### config.mk
export PLATFORM = sky130hd
export DESIGN_NAME = ising_anneal_ctrl
export DESIGN_NICKNAME = d
export VERILOG_FILES = /design/src/rtl/ising_anneal_ctrl.sv
export SDC_FILE = /design/constraint.sdc
export NUM_CORES = 1
export LEC_CHECK = 0
export CAP_MARGIN = 5
export CORE_MARGIN = 1.5
export CORE_UTILIZATION = 56
export CTS_BUF_LIST = sky130_fd_sc_hd__clkbuf_16
export DETAILED_ROUTE_END_ITERATION = 12
export PLACE_DENSITY = 0.9
export SKIP_LAST_GASP = 1
export SLEW_MARGIN = 30
export SYNTH_ARGS = -nofsm -noshare
export SYNTH_HDL_FRONTEND = slang
export SYNTH_SLANG_ARGS = --single-unit
### constraint.sdc
create_clock -name clk -period 4.38 [get_ports clk]
set_clock_uncertainty 0.2 [all_clocks]
set_input_delay 0.438 -clock clk [delete_from_list [all_inputs] [get_ports clk]]
set_output_delay 0.438 -clock clk [all_outputs]
set_load 0.005 [all_outputs]
### src/rtl/ising_anneal_ctrl.sv
// ising_anneal_ctrl: coupling-weight register file and anneal sequencer for an N-spin oscillator Ising array.
// Build macro ISING_ENERGY_EN adds a registered signed energy output for the resolved spin vector.
module ising_anneal_ctrl #(
   parameter int N             = 3,
   parameter int WW            = 3,
   parameter int WMID          = 2,
   parameter int LOAD_CYCLES   = 16,
   parameter int SAMPLE_CYCLES = 64,
   parameter int CW            = 32,
   localparam int NP = N * (N - 1) / 2,
   localparam int AW = (NP > 1) ? $clog2(NP) : 1,
   localparam int SW = $clog2(SAMPLE_CYCLES + 1),
   localparam int EW = WW + $clog2(N * N) + 1
) (
   input  logic               clk,
   input  logic               rst,
   input  logic               cfg_we,
   input  logic [AW-1:0]      cfg_addr,
   input  logic [WW-1:0]      cfg_wdata,
   input  logic [N-1:0]       init_spin,
   input  logic [CW-1:0]      run_cycles,
   input  logic               start,
   input  logic [N-1:0]       osc_in,
   output logic               array_rstn,
   output logic [N-1:0]       array_init,
   output logic [WW*NP-1:0]   weights,
   output logic               busy,
   output logic               done,
   output logic [N-1:0]       spin_out,
   output logic [SW*N-1:0]    agree_cnt
`ifdef ISING_ENERGY_EN
   ,
   output logic signed [EW-1:0] energy
`endif
);

   localparam logic [2:0] S_IDLE    = 3'd0;
   localparam logic [2:0] S_LOAD    = 3'd1;
   localparam logic [2:0] S_RUN     = 3'd2;
   localparam logic [2:0] S_SAMPLE  = 3'd3;
   localparam logic [2:0] S_RESOLVE = 3'd4;
   localparam logic [2:0] S_DONE    = 3'd5;

   localparam logic [CW-1:0] LOAD_LAST   = CW'(LOAD_CYCLES - 1);
   localparam logic [CW-1:0] SAMPLE_LAST = CW'(SAMPLE_CYCLES - 1);

   logic [2:0]      state;
   logic [CW-1:0]   cnt;
   logic [CW-1:0]   run_len;
   logic [N-1:0]    osc_p0;
   logic [N-1:0]    osc_p1;
   logic [SW*N-1:0] acc;
   logic            wr_ok;

   // Spin i is 0 when it spent a strict majority of the window in phase with spin 0.
   function automatic logic [N-1:0] resolve_spins(input logic [SW*N-1:0] a);
      logic [N-1:0] s;
      s = '0;
      for (int i = 1; i < N; i++)
         s[i] = (a[i*SW +: SW] > SW'(SAMPLE_CYCLES / 2)) ? 1'b0 : 1'b1;
      return s;
   endfunction

`ifdef ISING_ENERGY_EN
   function automatic logic signed [EW-1:0] calc_energy(input logic [WW*NP-1:0] w,
                                                         input logic [N-1:0]     s);
      logic signed [EW-1:0] e;
      logic signed [EW-1:0] j;
      int p;
      e = '0;
      p = 0;
      for (int i = 0; i < N; i++) begin
         for (int k = i + 1; k < N; k++) begin
            j = EW'(signed'({1'b0, w[p*WW +: WW]})) - EW'(WMID);
            // E = -sum J*si*sj; equal spin bits give si*sj = +1
            e = (s[i] == s[k]) ? (e - j) : (e + j);
            p++;
         end
      end
      return e;
   endfunction
`endif

   assign array_rstn = (state == S_RUN) || (state == S_SAMPLE) ||
                       (state == S_RESOLVE) || (state == S_DONE);
   assign busy       = (state != S_IDLE);
   assign done       = (state == S_DONE);
   assign wr_ok      = (state == S_IDLE) && cfg_we &&
                       ({{(32-AW){1'b0}}, cfg_addr} < 32'(NP));

   // Two-flop synchronizer stage boundary for the free-running oscillators
   always_ff @(posedge clk) begin
      if (rst) begin
         osc_p0 <= '0;
         osc_p1 <= '0;
      end else begin
         osc_p0 <= osc_in;
         osc_p1 <= osc_p0;
      end
   end

   always_ff @(posedge clk) begin
      if (rst) begin
         weights <= {NP{WW'(WMID)}};
      end else if (wr_ok) begin
         weights[cfg_addr*WW +: WW] <= cfg_wdata;
      end
   end

   always_ff @(posedge clk) begin
      if (rst) begin
         state      <= S_IDLE;
         cnt        <= '0;
         run_len    <= '0;
         array_init <= '0;
         acc        <= '0;
         spin_out   <= '0;
         agree_cnt  <= '0;
      end else begin
         case (state)
            S_IDLE: begin
               if (start) begin
                  state      <= S_LOAD;
                  cnt        <= '0;
                  acc        <= '0;
                  array_init <= init_spin;
                  run_len    <= (run_cycles == '0) ? CW'(1) : run_cycles;
               end
            end
            S_LOAD: begin
               if (cnt == LOAD_LAST) begin
                  state <= S_RUN;
                  cnt   <= '0;
               end else begin
                  cnt <= cnt + CW'(1);
               end
            end
            S_RUN: begin
               if (cnt == run_len - CW'(1)) begin
                  state <= S_SAMPLE;
                  cnt   <= '0;
               end else begin
                  cnt <= cnt + CW'(1);
               end
            end
            S_SAMPLE: begin
               for (int i = 0; i < N; i++)
                  if (osc_p1[i] == osc_p1[0])
                     acc[i*SW +: SW] <= acc[i*SW +: SW] + SW'(1);
               if (cnt == SAMPLE_LAST) begin
                  state <= S_RESOLVE;
                  cnt   <= '0;
               end else begin
                  cnt <= cnt + CW'(1);
               end
            end
            S_RESOLVE: begin
               agree_cnt <= acc;
               spin_out  <= resolve_spins(acc);
               state     <= S_DONE;
            end
            S_DONE: begin
               state <= S_IDLE;
            end
            default: begin
               state <= S_IDLE;
            end
         endcase
      end
   end

`ifdef ISING_ENERGY_EN
   always_ff @(posedge clk) begin
      if (rst) begin
         energy <= '0;
      end else if (state == S_DONE) begin
         energy <= calc_energy(weights, spin_out);
      end
   end
`endif

endmodule

---- Yosys cells after proc, flatten, opt, wreduce, memory -nomap -nowiden ----
Index checks and enable logic that the tools add are counted.
W data, S select, Z words.
word-level totals
  register bits ........................... 129
  input port bits ......................... 47
  output and inout port bits .............. 39
  word-level logic and storage cells ...... 74
cells by class
  $add $sub $neg .......................... 6
  $mul .................................... 1
  magnitude comparators ................... 3
  equal/unequal tests ..................... 16
  shifts and indexed selects .............. 2
  mux-type cells .......................... 18
  reduce and logical (&&, ||, !) cells .... 16
operators by type and width
  operator                  count
  $mux W32                  5
  $pmux W32 S4              1
  $pmux W21 S2              1
  $neg A4 Y34               1
  $shift A3 B34 Y9 const A  1
  $shiftx A3 B34 Y9         1
  $add A32 B1 Y32 const B   1
  $eq A32 B32 Y1            1
  $eq A32 B4 Y1 const B     1
  $eq A32 B6 Y1 const B     1
  $logic_not A32 Y1         1
  $sub A32 B1 Y32 const B   1
  $add A7 B1 Y7 const B     3
  $mux W21                  1
  $pmux W3 S5               1
  $gt A7 B6 Y1 const B      2
  $mux W7                   2
  $mux W3                   4
  $bwmux W9                 1
  $ne A2 B1 Y1 const B      4
  $eq A3 B2 Y1 const B      2
  $eq A3 B3 Y1 const B      2
  $reduce_and A2 Y1         3
  $reduce_and A3 Y1         2
  13 further kinds          19

---- Logic depth before layout (Yosys ltp) ----
Gate-level depths: netlist (run 1).
  depth in word-level cells ............... 4
  mapped depth ............................ 13
  depth with buffers taken out ............ 11

---- Worst setup path before layout (run 1) ----
Ideal clock, no wire load.
  kind .................................... register to register
  from .................................... register run_len[0]
  to ...................................... register cnt[17]
  setup time .............................. 124 ps
  arrival ................................. 2972 ps
  data required time ...................... 4056 ps
  setup slack ............................. 1084 ps
  stages on the path, launching flop included .. 13
  buffers on the path ..................... 2
  clock period less this slack ............ 3296 ps
  path through ............................ dfxtp_1 -> inv_1 -> ha_1 -> nor4b_2 -> nand4_2 -> nor4_4 -> or4b_1 -> a221oi_2 -> nand3_2 -> buf_6 -> buf_8 -> a31oi_1 -> o22ai_1
on the way
  cells in the longest elaborated chain, start to end .. 4
ends and longest elaborated chain
  element                   RTL line  RTL
  start: declaration        49        logic [CW-1:0] run_len;
  start signal: assignment  127       run_len <= (run_cycles == '0) ? CW'(1) : run_cycles;
  $sub A32 B1 Y32           139       if (cnt == run_len - CW'(1)) begin
  $eq A32 B32 Y1            139
  $mux W32                  139
  $pmux W32 S4              120       case (state)
  end signal: assignment    135       cnt <= cnt + CW'(1);
  end signal: assignment    143       cnt <= cnt + CW'(1);
  end signal: assignment    154       cnt <= cnt + CW'(1);
  end: declaration          48        logic [CW-1:0] cnt;
Every way passes these cells.
A chain may end at the register's enable or synchronous reset.

---- Worst setup path after layout (run 1) ----
  from .................................... register run_len[0]
  to ...................................... register cnt[25]
Same word-level chain as after synthesis.

==> flow_summary.yaml, run 1 <==
global_route:
  grt_use_total_pct: 29.3
  grt_start_max_net_pins: 70
  antenna_found_initial: 0
  grt_pass1_wl_um: 30400
  globalRouteOverflowTotal: 0
  grt_pass1_vias: 6371
synth:
  ys_types: 66
  ys_ff_latch: 129
  synth_edf_count: 0
  yosys_warnings: 0
  synthFlopType: "dfxtp_1"
  synth_area_um2: 6960
  avgSynthCellArea_um2: 7.66
  async_flop_share_pct: 0
  yosysSeqAreaShare_pct: 37.1
  netlist_instances: 909
  syn_nets: 968
critical_path:
  crit_buf_inv: 1
  crit_end: "cnt[25]$_SDFFE_PP0P_"
  cp_slowest_cell: "nand2_1"
  critical_path_class: "flop to flop"
  critPathMaxFanout: 20
  required_ns: 4.46
  r2r_setup_slack_ns: 0.48
  r2r_cells: 10
  arrival_ns: 3.98
  cp.depth: 10
  r2r-end: "cnt[25]$_SDFFE_PP0P_"
  end_kind: "flop"
  crit_chain: "inv_1 > ha_1 > nor4b_2 > nand4_2 > nor4_4 > or4b_1 > a221oi_2 > nand3_2 > nand2_1 > o311ai_1"
  start_kind: "flop"
  critPathLaunch: "run_len[0]$_SDFFE_PP0P_"
  crit_family: "simple AND/OR/NAND/NOR gates"
  r2r-start: "run_len[0]$_SDFFE_PP0P_"
  max_stage_delay_ns: 0.56
routing:
  drtIter0Drc: 626
  first_pass_iters: 6
  via_per_inst: 6.08
  ant_nets: 0
  via_count: 6894
  drc_errors: 0
  wl_um: 18600
  wire_per_inst_um: 16.4
finish:
  fill_cells: 938
  ff_latch_area_um2: 2580
  layout-drive-gt1-share_pct: 6.42
  diodes: 0
  design_area_um2: 8420
  final_nets: 1012
  areaGrowthSynthToFinish_pct: 20.9
  multiInputGateArea_um2: 3950
power:
  pwr-share-clk_pct: 47.8
  p_sw_mw: 0.873
  irDropWorstVdd_v: 0.000248
  p_int_mw: 2.42
  power_density_nw_per_um2: 391
  pwr-share-seq_pct: 38.2
  switching_share_pct: 26.6
  leakage_nw: 2.94
  combPwrFrac_pct: 14.1
job:
  drv_cap: 0
cts:
  numCtsBuffers: 17
  cts_tree: "yes"
  cts-hold-fix-buffers: 0
  insertion_delay_ns: 0.43
  cts_setup_buffers: 0
  cts.sinks: 129
  cts_max_level: 4
  cts_buffer_depth: 2
  clk_pin_slew_ns: 0.06
  cts_resized: 0
  cts-root-buf: "clkbuf_16"
sta:
  period_needed_ns: 3.90
  worst_pin_slew_ns: 0.850
  finalMaxSlewViolations: 0
  setup_viol: 0
  period_share_pct: 89.1
  finalHoldViolCount: 0
  rsz0062_at_grt: "false"
  setup_tns_ns: 0
  whs_ns: 0.228
  slew_headroom_pct: 43.4
  timing.fmax_mhz: 256
die:
  fp.dieH_um: 115
  core_area_um2: 12100
  io-pin-count: 86
  die-area_um2: 13100
  die_x_um: 115
  initial_core_util_pct: 57.7
  fp-row-count: 40
placed_design:
  place_hpwl_um: 13100
  gp_congestion: 0.962
  io_buffers: 84
  placedInstanceArea_um2: 7760
worst_hold_path:
  hp-class: "primary input to flop"
outcome:
  status: "completed"
-- layout by cell type (no fill, tap or decap), types with 8 or more instances in the layout --
cell type	count
ha_1	12
inv_1	31
a31oi_1	14
xor2_1	29
nor3_1	23
dfxtp_1	129
nand4_1	34
or3_1	11
nand3_1	47
clkbuf_16	17
a21oi_1	79
and3_1	13
nor4_1	26
buf_4	9
nand2_1	159
o311ai_1	8
o21ai_0	26
clkdlybuf4s50_1	83
nor2_1	63
xnor2_1	29
nor3b_1	8
-- per-layer routing --
layer  wire length [µm]  global-route usage [%]  vias to the layer above
li1                   -                       -                     3308
met1               8130                    38.3                     3202
met2               8360                    45.0                      326
met3               1460                    7.31                       58
met4                669                    15.0                        0
met5                  0                       0                        -
-- worst min path at each step --
stage	start	end	slack [ns]	cells past startpoint
3_3_place_gp	osc_p0[1]$_SDFF_PP0_	osc_p1[1]$_SDFF_PP0_	0.22	1
3_5_place_dp	osc_p0[2]$_SDFF_PP0_	osc_p1[2]$_SDFF_PP0_	0.24	1
4_1_cts	rst	spin_out[1]$_SDFFE_PP0P_	0.22	2
5_1_grt	rst	spin_out[2]$_SDFFE_PP0P_	0.24	2
6_report	rst	spin_out[1]$_SDFFE_PP0P_	0.23	2
2_1_floorplan	osc_p0[0]$_SDFF_PP0_	osc_p1[0]$_SDFF_PP0_	0.21	1
-- synthesized netlist by cell type (6+ instances only) --
master | n | area, µm²
xnor2_1 | 29 | 254
nor3b_1 | 8 | 60.1
nor4_1 | 26 | 163
ha_1 | 12 | 150
mux2i_1 | 6 | 60.1
nor2_1 | 63 | 236
nor2b_1 | 6 | 37.5
o21ai_0 | 26 | 130
xor2_1 | 29 | 254
and3_1 | 13 | 81.3
or3_1 | 11 | 68.8
nand3_1 | 47 | 235
clkbuf_1 | 49 | 184
a21oi_1 | 79 | 395
nor3_1 | 23 | 115
a31oi_1 | 14 | 87.6
nand4_1 | 34 | 213
inv_1 | 31 | 116
o311ai_1 | 8 | 70.1
dfxtp_1 | 129 | 2580
nand2_1 | 159 | 597
buf_2 | 8 | 40.0
-- per-stage QoR --
stage	std cells	util (%)	power (mW)	setup WS, ns
2_1_floorplan	909	-	1.58	1.08
3_3_place_gp	1102	64.4	1.72	0.628
3_5_place_dp	1102	64.4	1.73	0.512
4_1_cts	1134	69.8	3.29	0.522
5_1_grt	1134	69.8	3.41	0.241
6_report	1134	69.8	3.29	0.479
-- power by group through the flow --
stage / sequential [mW] / clock [mW] / combinational, mW
finish: 1.26 / 1.57 / 0.462
global route: 1.26 / 1.64 / 0.503
CTS: 1.25 / 1.58 / 0.454
detailed placement: 1.28 / 0 / 0.448
global placement: 1.28 / 0 / 0.443
floorplan: 1.25 / 0 / 0.330
-- cells by family (layout without fill, tap and decap cells) --
| group | after synthesis | in the layout | synth area share, % |
|---|---|---|---|
| buffers and inverters | 99 | 156 | 6.15 |
| adders and majority gates | 12 | 12 | 2.16 |
| and+or+nand+nor | 428 | 428 | 30.8 |
| muxes | 8 | 8 | 1.19 |
| xor gates and xnor gates | 58 | 58 | 7.30 |
| AOI/OAI and AO/OA | 174 | 174 | 15.3 |
| other | 1 | 1 | 0.0539 |
| DFF | 129 | 129 | 37.1 |
-- cell type report --
| cell class | count | share of cell area (%) |
|---|---|---|
| Clock inverter | 15 | 2.72 |
| Multi-Input combinational cell | 681 | 46.9 |
| Inverter | 31 | 1.38 |
| Clock buffer | 17 | 5.05 |
| Timing Repair Buffer | 93 | 10.7 |
| Tap cell | 168 | 2.50 |
| Sequential cell | 129 | 30.7 |
-- state kept, by name, indices dropped and copies added (netlist names) --
register,cells
array_init,3
osc_p1,3
agree_cnt,21
run_len,32
state,3
cnt,32
osc_p0,3
weights,9
acc,21
spin_out,2
Note: power is estimated with default switching activity, not from simulation.
==> run 2, diff against run 1 <==
- RECOVER_POWER: default -> 25
- SKIP_LAST_GASP: 1 -> default
==> run 2 against run 1 <==
  * The run now ends with capacitance limit, slew limit left
  * First-iteration DRC count grew 3.5%
  * Combinational power about the same
  * Non-clock buffer count is the same
  * Die area is the same
  * Clock power about the same
  * Critical endpoint is now cnt[8]$_SDFFE_PP0P_
==> flow_summary.yaml, run 2 (synthesized netlist as in run 1, its figures left out) <==
routing:
  first_pass_iters: 5
  via_per_inst: 6.12
  drtIter0Drc: 648
  wl_um: 18600
  drc_errors: 0
  wire_per_inst_um: 16.4
  via_count: 6938
  ant_nets: 0
power:
  pwr-share-clk_pct: 47.8
  combPwrFrac_pct: 14.0
  irDropWorstVdd_v: 0.000247
  pwr-share-seq_pct: 38.2
  power_density_nw_per_um2: 391
  p_sw_mw: 0.876
  leakage_nw: 3.04
  switching_share_pct: 26.6
  p_int_mw: 2.42
critical_path:
  crit_chain: "inv_1 > ha_1 > nor4b_2 > nand4_2 > nor4_4 > or4b_1 > a221oi_2 > nand3_2 > nand2_1 > o21ai_0"
  critPathLaunch: "run_len[0]$_SDFFE_PP0P_"
  start_kind: "flop"
  r2r-start: "run_len[0]$_SDFFE_PP0P_"
  arrival_ns: 4.00
  crit_family: "simple AND/OR/NAND/NOR gates"
  critical_path_class: "flop to flop"
  cp.depth: 10
  cp_slowest_cell: "nand2_1"
  r2r-end: "cnt[8]$_SDFFE_PP0P_"
  required_ns: 4.46
  crit_buf_inv: 1
  end_kind: "flop"
  max_stage_delay_ns: 0.56
  critPathMaxFanout: 20
  r2r_cells: 10
  r2r_setup_slack_ns: 0.46
  crit_end: "cnt[8]$_SDFFE_PP0P_"
placed_design:
  gp_congestion: 0.962
  place_hpwl_um: 13100
  dp_slack_ns: 0.512
  placed_cells: 1102
  io_buffers: 84
die:
  core_area_um2: 12100
  io-pin-count: 86
  die_x_um: 115
  fp-row-count: 40
  die-area_um2: 13100
  initial_core_util_pct: 57.7
  fp.dieH_um: 115
sta:
  finalHoldViolCount: 0
  slew_headroom_pct: -92.6
  rsz0062_at_grt: "false"
  worst_slack_ns: 0.462
  setup_viol: 0
  period_share_pct: 89.5
  worst_pin_slew_ns: 2.89
  period_needed_ns: 3.92
  finalMaxSlewViolations: 70
  setup_tns_ns: 0
  timing.fmax_mhz: 255
finish:
  final_nets: 1012
  diodes: 0
  fin_util_pct: 69.8
  fill_cells: 940
  multiInputGateArea_um2: 3950
  top_regs: "cnt: 32 flops, run_len: 32 flops"
  stdcell_count: 1134
  areaGrowthSynthToFinish_pct: 20.9
  ff_latch_area_um2: 2580
  mostFrequentLayoutCells: "nand2_1, dfxtp_1, a21oi_1, nor2_1, clkdlybuf4s50_1"
  final_common_cell: "nand2_1"
  layout-drive-gt1-share_pct: 6.31
cts:
  cts_max_level: 4
  cts-hold-fix-buffers: 0
  cts_buffer_depth: 2
  cts_resized: 0
  cts.sinks: 129
  cts_setup_buffers: 0
  insertion_delay_ns: 0.43
  cts-root-buf: "clkbuf_16"
  cts_tree: "yes"
  clk_pin_slew_ns: 0.06
  numCtsBuffers: 17
worst_hold_path:
  hp-class: "primary input to flop"
global_route:
  antenna_found_initial: 0
  grt_pass1_wl_um: 30400
  grt_start_max_net_pins: 70
  grt_use_total_pct: 29.3
  globalRouteOverflowTotal: 0
  grt_pass1_vias: 6371
job:
  drv_cap: 1
outcome:
  status: "finished with violations"
  violations: "capacitance limit, slew limit"
==> run 2: how the worst min path moves through the flow <==
stage | startpoint | end | cells past startpoint
global placement | osc_p0[1]$_SDFF_PP0_ | osc_p1[1]$_SDFF_PP0_ | 1
CTS | rst | spin_out[1]$_SDFFE_PP0P_ | 2
floorplan | osc_p0[0]$_SDFF_PP0_ | osc_p1[0]$_SDFF_PP0_ | 1
finish | rst | spin_out[1]$_SDFFE_PP0P_ | 2
global route | rst | spin_out[2]$_SDFFE_PP0P_ | 2
detailed placement | osc_p0[2]$_SDFF_PP0_ | osc_p1[2]$_SDFF_PP0_ | 1
==> run 2: final cells by class <==
| cell class | instances | area share [%] |
|---|---|---|
| Inverter | 31 | 1.38 |
| Clock inverter | 15 | 2.72 |
| Sequential cell | 129 | 30.7 |
| Tap cell | 168 | 2.50 |
| Timing Repair Buffer | 93 | 10.7 |
| Clock buffer | 17 | 5.06 |
| Multi-Input combinational cell | 681 | 47.0 |
==> run 2: worst reg2reg max path: stages (launching register included) <==
cell	delay, ns
dfxtp_1	0.34
inv_1	0.09
ha_1	0.27
nor4b_2	0.50
nand4_2	0.23
nor4_4	0.46
or4b_1	0.51
a221oi_2	0.30
nand3_2	0.11
nand2_1	0.56
o21ai_0	0.20
==> run 2: routing by layer <==
layer | vias to the layer above | share of wire [%] | global-route usage, %
met5 | - | 0 | 0
met4 | 0 | 3.6 | 15.0
met3 | 60 | 7.3 | 7.31
met2 | 333 | 45 | 45.0
met1 | 3239 | 44 | 38.3
li1 | 3306 | - | -
==> run 2: power groups by stage <==
| stage | sequential [mW] | clock, mW | combinational [mW] |
|---|---|---|---|
| after floorplan | 1.25 | 0 | 0.330 |
| after global placement | 1.28 | 0 | 0.443 |
| after detailed placement | 1.28 | 0 | 0.448 |
| after CTS | 1.25 | 1.58 | 0.454 |
| after global routing | 1.26 | 1.64 | 0.503 |
| final | 1.26 | 1.57 | 0.462 |
==> run 2: metrics by stage <==
stage / hold WS, ns / cell area, µm² / total power, mW
6_report: 0.221 / 8420 / 3.29
5_1_grt: 0.232 / 8420 / 3.40
4_1_cts: 0.224 / 8420 / 3.29
3_5_place_dp: 0.244 / 7760 / 1.73
3_3_place_gp: 0.217 / 7760 / 1.72
2_1_floorplan: 0.214 / 6960 / 1.58
==> run 3, diff against run 2 <==
- CORE_MARGIN: 1.5 -> default
==> run 3 against run 2 <==
  * Hold slack got worse by 0.011 ns
  * Register-to-register slack improved by 0.13 ns
  * Clock power decreased by 13%
  * Sequential share of layout area rose by 0.25 points
  * Routed wire length increased by 0.86%
  * Cell count is 0.18% higher
  * Die area shrank 1.7%
  * Global-route usage increased by 0.73 points
  * First-iteration DRC count up 10%
  * Fmax grew 3.4%
  * Highest routed layer unchanged
  * Critical path depth unchanged
  * The run still ends with capacitance limit, slew limit left
  * Cell area down 0.82%
==> flow_summary.yaml, run 3 (synthesized netlist as in run 1, its figures left out) <==
finish:
  ff_latch_area_um2: 2580
  final_nets: 1014
  fill_cells: 966
  mostFrequentLayoutCells: "nand2_1, dfxtp_1, a21oi_1, nor2_1, clkdlybuf4s50_1"
  stdcell_count: 1136
  final_common_cell: "nand2_1"
  diodes: 0
  multiInputGateArea_um2: 3950
  design_area_um2: 8350
  areaGrowthSynthToFinish_pct: 19.9
  layout-drive-gt1-share_pct: 6.40
  top_regs: "cnt: 32 flops, run_len: 32 flops"
cts:
  cts_setup_buffers: 0
  cts-hold-fix-buffers: 0
  cts_resized: 0
  numCtsBuffers: 17
  insertion_delay_ns: 0.43
  cts_tree: "yes"
  cts_buffer_depth: 2
  clk_pin_slew_ns: 0.06
  cts-root-buf: "clkbuf_16"
  cts_max_level: 4
  cts.sinks: 129
die:
  core_area_um2: 12100
  fp.dieH_um: 114
  io-pin-count: 86
  die-area_um2: 12900
  die_x_um: 114
  fp-row-count: 40
  initial_core_util_pct: 57.7
global_route:
  grt_pass1_wl_um: 30900
  grt_pass1_vias: 6415
  grt_use_total_pct: 30.1
  globalRouteOverflowTotal: 0
  grt_start_max_net_pins: 83
  antenna_found_initial: 0
critical_path:
  start_kind: "flop"
  required_ns: 4.48
  critical_path_class: "flop to flop"
  end_kind: "flop"
  arrival_ns: 3.89
  critPathMaxFanout: 7
worst_hold_path:
  hp-class: "primary input to flop"
routing:
  drtIter0Drc: 713
  wire_per_inst_um: 16.5
  via_per_inst: 6.11
  via_count: 6943
  first_pass_iters: 7
  wl_um: 18800
  drc_errors: 0
  ant_nets: 0
power:
  irDropWorstVdd_v: 0.000263
  power_density_nw_per_um2: 370
  leakage_nw: 3.01
placed_design:
  place_hpwl_um: 13000
  io_buffers: 84
  gp_congestion: 0.949
  placedInstanceArea_um2: 7780
  placed_cells: 1104
sta:
  rsz0062_at_grt: "false"
  period_share_pct: 86.5
  timing.fmax_mhz: 264
  setup_tns_ns: 0
  finalHoldViolCount: 0
  period_needed_ns: 3.79
  slew_headroom_pct: -7.48
  finalMaxSlewViolations: 83
  worst_pin_slew_ns: 1.61
  setup_viol: 0
outcome:
  status: "finished with violations"
  violations: "capacitance limit, slew limit"
job:
  drv_cap: 1
-- run 3: layout make-up --
| cell class | instances | area share (%) |
|---|---|---|
| Timing Repair Buffer | 95 | 11.0 |
| Multi-Input combinational cell | 681 | 47.4 |
| Clock buffer | 17 | 5.10 |
| Sequential cell | 129 | 30.9 |
| Inverter | 31 | 1.39 |
| Tap cell | 168 | 2.52 |
| Clock inverter | 15 | 1.74 |
-- run 3: final timing paths --
kind                            from                  endpoint  slack (ns)  cells past startpoint
max reg2reg  run_len[0]$_SDFFE_PP0P_      cnt[10]$_SDFFE_PP0P_        0.59                     10
max          run_len[0]$_SDFFE_PP0P_      cnt[10]$_SDFFE_PP0P_        0.59                     10
min                              rst  spin_out[2]$_SDFFE_PP0P_        0.21                      2
min reg2reg     osc_p0[1]$_SDFF_PP0_      osc_p1[1]$_SDFF_PP0_        0.24                      1
-- run 3: worst max-delay path, cell delays in order, from the launching register on --
cell,delay (ns)
dfxtp_1,0.35
inv_1,0.10
ha_1,0.28
nor4b_2,0.51
nand4_2,0.23
nor4_4,0.42
or4b_1,0.52
a221oi_2,0.33
a41oi_1,0.36
o311ai_0,0.25
o31ai_1,0.13
-- run 3: metrics by stage --
step / total power, mW / utilization [%] / setup slack, ns / hold slack (ns)
after floorplan: 1.58 / - / 1.08 / 0.214
after global placement: 1.72 / 64.5 / 0.825 / 0.218
after detailed placement: 1.73 / 64.5 / 0.662 / 0.228
after CTS: 3.09 / 69.2 / 0.655 / 0.102
after global routing: 3.20 / 69.2 / 0.375 / 0.253
final: 3.09 / 69.2 / 0.592 / 0.210
-- run 3: where the power goes --
group	leakage (nW)	internal, mW	total [mW]	switching, mW
clock	0.276	0.830	1.37	0.539
combinational	1.69	0.196	0.466	0.270
sequential	1.05	1.20	1.26	0.0519
-- run 3: metal layers --
layer  wire length, µm  vias up  track usage [%]
met2              8480      332             46.4
li1                  -     3315                -
met4               580        0             13.2
met3              1730       54             8.08
met1              8000     3242             39.4
met5                 0        -                0
